`src/rtl/or_nbit_pkg.sv`:
```
// Shared types and the per-bit logic operation used by the or_nbit pipeline.
package or_nbit_pkg;

  typedef enum logic [1:0] {
    OP_OR  = 2'b00,
    OP_AND = 2'b01,
    OP_XOR = 2'b10,
    OP_NOR = 2'b11
  } op_e;

  // Single-bit operation; callers apply it across the operand width.
  function automatic logic apply_op(op_e op, logic a, logic b);
    logic res;
    res = 1'b0;
    case (op)
      OP_OR:   res = a | b;
      OP_AND:  res = a & b;
      OP_XOR:  res = a ^ b;
      OP_NOR:  res = ~(a | b);
      default: res = 1'b0;
    endcase
    return res;
  endfunction

endpackage

```
`src/rtl/or_nbit_fifo.sv`:
```
// Circular synchronous FIFO; when empty the output holds the last popped word.
module or_nbit_fifo #(
  parameter int WIDTH = 8,
  parameter int DEPTH = 2
) (
  input  logic                         clk,
  input  logic                         rst_n,
  input  logic                         push,
  input  logic                         pop,
  input  logic [WIDTH-1:0]             wdata,
  output logic [WIDTH-1:0]             rdata,
  output logic                         full,
  output logic                         empty,
  output logic [$clog2(DEPTH+1)-1:0]   level
);

  localparam int PW = $clog2(DEPTH);
  localparam int LW = $clog2(DEPTH+1);

  logic [WIDTH-1:0] mem [DEPTH];
  logic [PW-1:0]    wr_ptr;
  logic [PW-1:0]    rd_ptr;
  logic [WIDTH-1:0] hold;
  logic             do_push;
  logic             do_pop;

  assign full    = (level == LW'(DEPTH));
  assign empty   = (level == '0);
  assign do_push = push && !full;
  assign do_pop  = pop && !empty;

  // Pointers wrap naturally because DEPTH is a power of two.
  always_ff @(posedge clk or negedge rst_n) begin
    if (!rst_n) begin
      wr_ptr <= '0;
      rd_ptr <= '0;
      level  <= '0;
      hold   <= '0;
    end else begin
      if (do_push) wr_ptr <= wr_ptr + PW'(1);
      if (do_pop) begin
        rd_ptr <= rd_ptr + PW'(1);
        hold   <= mem[rd_ptr];
      end
      case ({do_push, do_pop})
        2'b10:   level <= level + LW'(1);
        2'b01:   level <= level - LW'(1);
        default: level <= level;
      endcase
    end
  end

  always_ff @(posedge clk) begin
    if (do_push) mem[wr_ptr] <= wdata;
  end

  assign rdata = empty ? hold : mem[rd_ptr];

endmodule

```
`src/rtl/or_nbit_pipe.sv`:
```
// Selectable bitwise logic op with sticky accumulator, feeding a small output FIFO.
module or_nbit_pipe
  import or_nbit_pkg::*;
#(
  parameter int WIDTH = 8,
  parameter int DEPTH = 2
) (
  input  logic                         clk,
  input  logic                         rst_n,
  input  logic                         in_valid,
  output logic                         in_ready,
  input  logic [WIDTH-1:0]             in_a,
  input  logic [WIDTH-1:0]             in_b,
  input  logic [1:0]                   in_op,
  input  logic                         in_acc,
  input  logic                         in_clr,
  output logic                         out_valid,
  input  logic                         out_ready,
  output logic [WIDTH-1:0]             out_y,
  output logic                         out_any,
  output logic [$clog2(DEPTH+1)-1:0]   out_level
);

  logic [WIDTH-1:0] acc;
  logic [WIDTH-1:0] r;
  logic [WIDTH-1:0] base;
  logic [WIDTH-1:0] y;
  logic             fifo_full;
  logic             fifo_empty;
  logic             xfer_in;
  logic             xfer_out;

  assign in_ready  = !fifo_full;
  assign out_valid = !fifo_empty;
  assign xfer_in   = in_valid && in_ready;
  assign xfer_out  = out_valid && out_ready;

  always_comb begin
    r = '0;
    for (int unsigned i = 0; i < WIDTH; i++) begin
      r[i] = apply_op(op_e'(in_op), in_a[i], in_b[i]);
    end
  end

  assign base = in_clr ? '0 : acc;
  assign y    = in_acc ? (r | base) : r;

  // Without in_acc the next acc equals base, which already folds in the clear.
  always_ff @(posedge clk or negedge rst_n) begin
    if (!rst_n) begin
      acc <= '0;
    end else if (xfer_in) begin
      acc <= in_acc ? y : base;
    end
  end

  or_nbit_fifo #(
    .WIDTH (WIDTH),
    .DEPTH (DEPTH)
  ) u_fifo (
    .clk   (clk),
    .rst_n (rst_n),
    .push  (xfer_in),
    .pop   (xfer_out),
    .wdata (y),
    .rdata (out_y),
    .full  (fifo_full),
    .empty (fifo_empty),
    .level (out_level)
  );

  assign out_any = |out_y;

endmodule

```
`config.mk`:
```
export PLATFORM = sky130hd
export DESIGN_NAME = or_nbit_pipe
export DESIGN_NICKNAME = d
export VERILOG_FILES = /design/src/rtl/or_nbit_pkg.sv /design/src/rtl/or_nbit_fifo.sv /design/src/rtl/or_nbit_pipe.sv
export SDC_FILE = /design/constraint.sdc
export NUM_CORES = 1
export LEC_CHECK = 0
export BUFFER_PORTS_ARGS = -buffer_cell sky130_fd_sc_hd__buf_2
export CORE_UTILIZATION = 45
export CTS_CLUSTER_SIZE = 24
export DETAILED_ROUTE_END_ITERATION = 12
export GPL_ROUTABILITY_DRIVEN = 0
export MAX_ROUTING_LAYER = met4
export PLACE_DENSITY = 0.64
export SLEW_MARGIN = 10
export SYNTH_ARGS = -nofsm -noshare
export SYNTH_HDL_FRONTEND = slang
export SYNTH_HIERARCHICAL = 1
export SYNTH_SLANG_ARGS = --single-unit
```
`constraint.sdc`:
```
create_clock -name clk -period 4.4 [get_ports clk]
set_input_delay 0.88 -clock clk [delete_from_list [all_inputs] [get_ports clk]]
set_output_delay 0.88 -clock clk [all_outputs]
set_load 0.05 [all_outputs]
```
==> run_results.csv <==
group,metric,value,unit
final_layout,multi_input_area,0.001016,mm²
timing,skew,0.003008,ns
worst_hold_path,min_path_cells,2,
power,p_int,0.8446,mW
clock_tree,ctsHoldBuffers,0,
logic_synthesis,synth.most_common_cell,"inv_1",
floorplanning,start_util,48.41,%
timing,slew_headroom,52.46,%
timing,holdWs,0.4881,ns
job,max_cap_violations,0,
global_routing,grt_max_degree,25,
floorplanning,die_x,71.38,µm
drt,drc,3,
critical_path,cp-end-kind,"primary output",
clock_tree,clk_root_buffer_cell,"clkbuf_8",
timing,max_freq,331.6,MHz
critical_path,required,3.52,ns
clock_tree,htreeDepth,2,
drt,wl_per_cell,11.15,µm
critical_path,critPathSlowestCell,"or2_1",
logic_synthesis,synth_area_per_cell,10.62,µm²
power,p_leak,1.175,nW
logic_synthesis,yosysTopAreaCell,"dfrtp_1",
floorplanning,core_area,0.004474,mm²
logic_synthesis,syn-num-nets,245,
critical_path,path_delay_family,"simple AND/OR/NAND/NOR gates",
timing,finalMaxSlewViolations,0,
critical_path,criticalPathCategory,"flop to primary output",
timing,tightest_slew,0.7131,ns
critical_path,cp_cell_sequence,"or2_1 -> nor2_1 -> a21oi_2 -> nor4_1 -> nand2_1 -> buf_2",
power,p_switching,0.7542,mW
power,ir_worst_vdd,0.2674,mV
critical_path,cp_max_fo,17,
power,netSwitchingFraction,47.17,%
timing,finalCritPeriodShare,68.54,%
logic_synthesis,synth-main-ff-cell,"dfrtp_1",
final_layout,nFillCells,406,
clock_tree,cts.sinks,36,
global_routing,antenna_found_initial,0,
logic_synthesis,synth_edf_count,16,
critical_path,cp_num_buf_inv,1,
timing,rsz0062_at_grt,"no",
global_routing,grtUsageTotal,14.71,%
clock_tree,clk_pin_slew,0.07,ns
floorplanning,rows,24,
power,power.share.clock,14.5,%
clock_tree,clock_latency,0.29,ns
logic_synthesis,syn-cell-area,0.002166,mm²
drt,drt-initial-drc-count,44,
logic_synthesis,syn_inst,204,
logic_synthesis,async_flop_share,55.56,%
place,dpl.hpwl,2525,µm
final_layout,seq_area,980.9,µm²
critical_path,worstRegToRegCells,8,
global_routing,grt_pass1_wl,5733,µm
timing,timing.setup.tns,0,ns
final_layout,nets,278,
global_routing,grt-ovfl-total,0,
critical_path,cp-start-kind,"flop",
clock_tree,cts_buffers,5,
worst_hold_path,min_from,"u_fifo/hold[7]",
status,violations,"DRC",
drt,post_drt_via_cell_ratio,5.090,
critical_path,r2r_setup_slack,2.14,ns
power,pwr-share-seq,35.9,%
clock_tree,cts_tree,"built",
clock_tree,postCtsSetupRepairBufs,0,
power,power_density,662.4,mW/mm²
floorplanning,dieArea,0.005094,mm²
logic_synthesis,synth_top_area_share,23.11,%
critical_path,rr_startpoint,"u_fifo/level[0]",
final_layout,antenna_cells,0,
timing,period_minus_slack,3.016,ns
clock_tree,cts_buffer_depth,2,
final_layout,synthToLayoutAreaGrowth,11.44,%
worst_hold_path,hp-class,"flop to flop",
critical_path,slowest_delay,0.51,ns
status,outcome,"finished with violations",
logic_synthesis,yosys_warnings,6,
timing,hold_viol_final,0,
drt,drt_pass1_iterations,8,
global_routing,grt_pass1_vias,1308,
floorplanning,die_y,71.38,µm
critical_path,worst_ep_arrival_time,2.14,ns
worst_hold_path,min_to,"u_fifo/hold[7]",
power,power_frac_comb,49.6,%
critical_path,reg2reg_to,"u_fifo/level[1]",
logic_synthesis,synth_cell_type_count,35,
drt,ant_nets,0,
clock_tree,postCtsResizedCells,0,
floorplanning,io_pins,37,
logic_synthesis,synth-seq-cells,36,
drt,vias,1476,
logic_synthesis,synth_area_leaders,"dfrtp_1 (23%), edfxtp_1 (22%), ha_1 (9.8%)",
logic_synthesis,yosysSeqAreaShare,45.29,%
place,port_buffers,36,
drt,routed_wl,3234,µm
final_layout,drive_above_1_share,24.79,%
logic_synthesis,yosys-top-cells-count,"inv_1 (21), dfrtp_1 (20), nand2_1 (19)",
timing,setup_viol,0,
state kept, by name, indices dropped and copies added (netlist names):
register / cells
u_fifo/mem: 16
acc: 8
u_fifo/hold: 8
u_fifo/level: 2
u_fifo/rd_ptr: 1
u_fifo/wr_ptr: 1
per-layer routing:
| metal | share of wire [%] | GRT usage [%] |
|---|---|---|
| met3 | 3.9 | 2.954 |
| met4 | 1.8 | 6.000 |
| met2 | 45 | 23.07 |
| met1 | 50 | 18.73 |
| met5 | 0 | - |
worst reg2reg max path, stage by stage (launching register included):
cell,delay (ns)
dfrtp_1,0.45
or2_1,0.60
inv_1,0.13
nor2b_1,0.17
o21ai_2,0.20
inv_1,0.11
ha_1,0.25
nor2_1,0.13
xor2_1,0.14
per-stage QoR:
| stage | util (%) | instances | area [µm²] | setup WS (ns) | power (mW) |
|---|---|---|---|---|---|
| floorplan | - | 204 | 2166 | 1.301 | 1.263 |
| global placement | 51.87 | 282 | 2321 | 1.723 | 1.374 |
| detailed placement | 51.87 | 282 | 2321 | 1.678 | 1.383 |
| CTS | 53.94 | 290 | 2414 | 1.347 | 1.622 |
| global route | 53.94 | 290 | 2414 | 1.208 | 1.709 |
| finish | 53.94 | 290 | 2414 | 1.384 | 1.599 |
cells by family after synthesis:
| logic type | Yosys count | share of synthesized area, % |
|---|---|---|
| mux | 12 | 5.777 |
| simple gates | 48 | 10.57 |
| compound gates | 55 | 18.72 |
| flops | 36 | 45.29 |
| xor+xnor | 5 | 2.022 |
| fa+ha+maj | 17 | 9.821 |
| buf+inv | 31 | 7.799 |
cells in the final DEF (no fill, tap or decap), types with 2 or more instances in the layout:
cell type   instances
buf_2              36
inv_1              21
dfrtp_1            20
nand2_1            19
ha_1               17
edfxtp_1           16
o21ai_0            12
nor2_1             12
a21o_1             11
mux2i_1            11
nor2b_1             8
a21oi_2             8
a22o_1              7
clkbuf_8            5
o211ai_1            4
o31ai_1             4
a21oi_1             4
xnor2_1             4
a211oi_2            3
nor4_1              2
clkinvlp_4          2
worst max-delay path by stage:
stage                    startpoint      end  slack (ns)  cells past startpoint
floorplan           u_fifo/level[0]  out_any        1.30                      6
global placement    u_fifo/level[0]  out_any        1.72                      6
detailed placement  u_fifo/level[0]  out_any        1.68                      6
CTS                 u_fifo/level[0]  out_any        1.35                      6
global route        u_fifo/level[0]  out_any        1.21                      6
finish              u_fifo/level[0]  out_any        1.38                      6
final cells by class:
class	count	share of cell area, %
Clock buffer	5	2.851
Clock inverter	3	0.9850
Sequential cell	36	40.64
Inverter	21	3.266
Multi-Input combinational cell	137	42.09
Timing Repair Buffer	36	7.465
Tap cell	52	2.696
power by group through the flow:
| stage | combinational, mW | clock, mW | sequential (mW) |
|---|---|---|---|
| after detailed placement | 0.801 | 0 | 0.581 |
| after global placement | 0.796 | 0 | 0.578 |
| after floorplan | 0.682 | 0 | 0.581 |
| after CTS | 0.804 | 0.243 | 0.576 |
| after global routing | 0.865 | 0.254 | 0.590 |
| final | 0.793 | 0.231 | 0.574 |
Note: power is estimated with default switching activity, not from simulation.
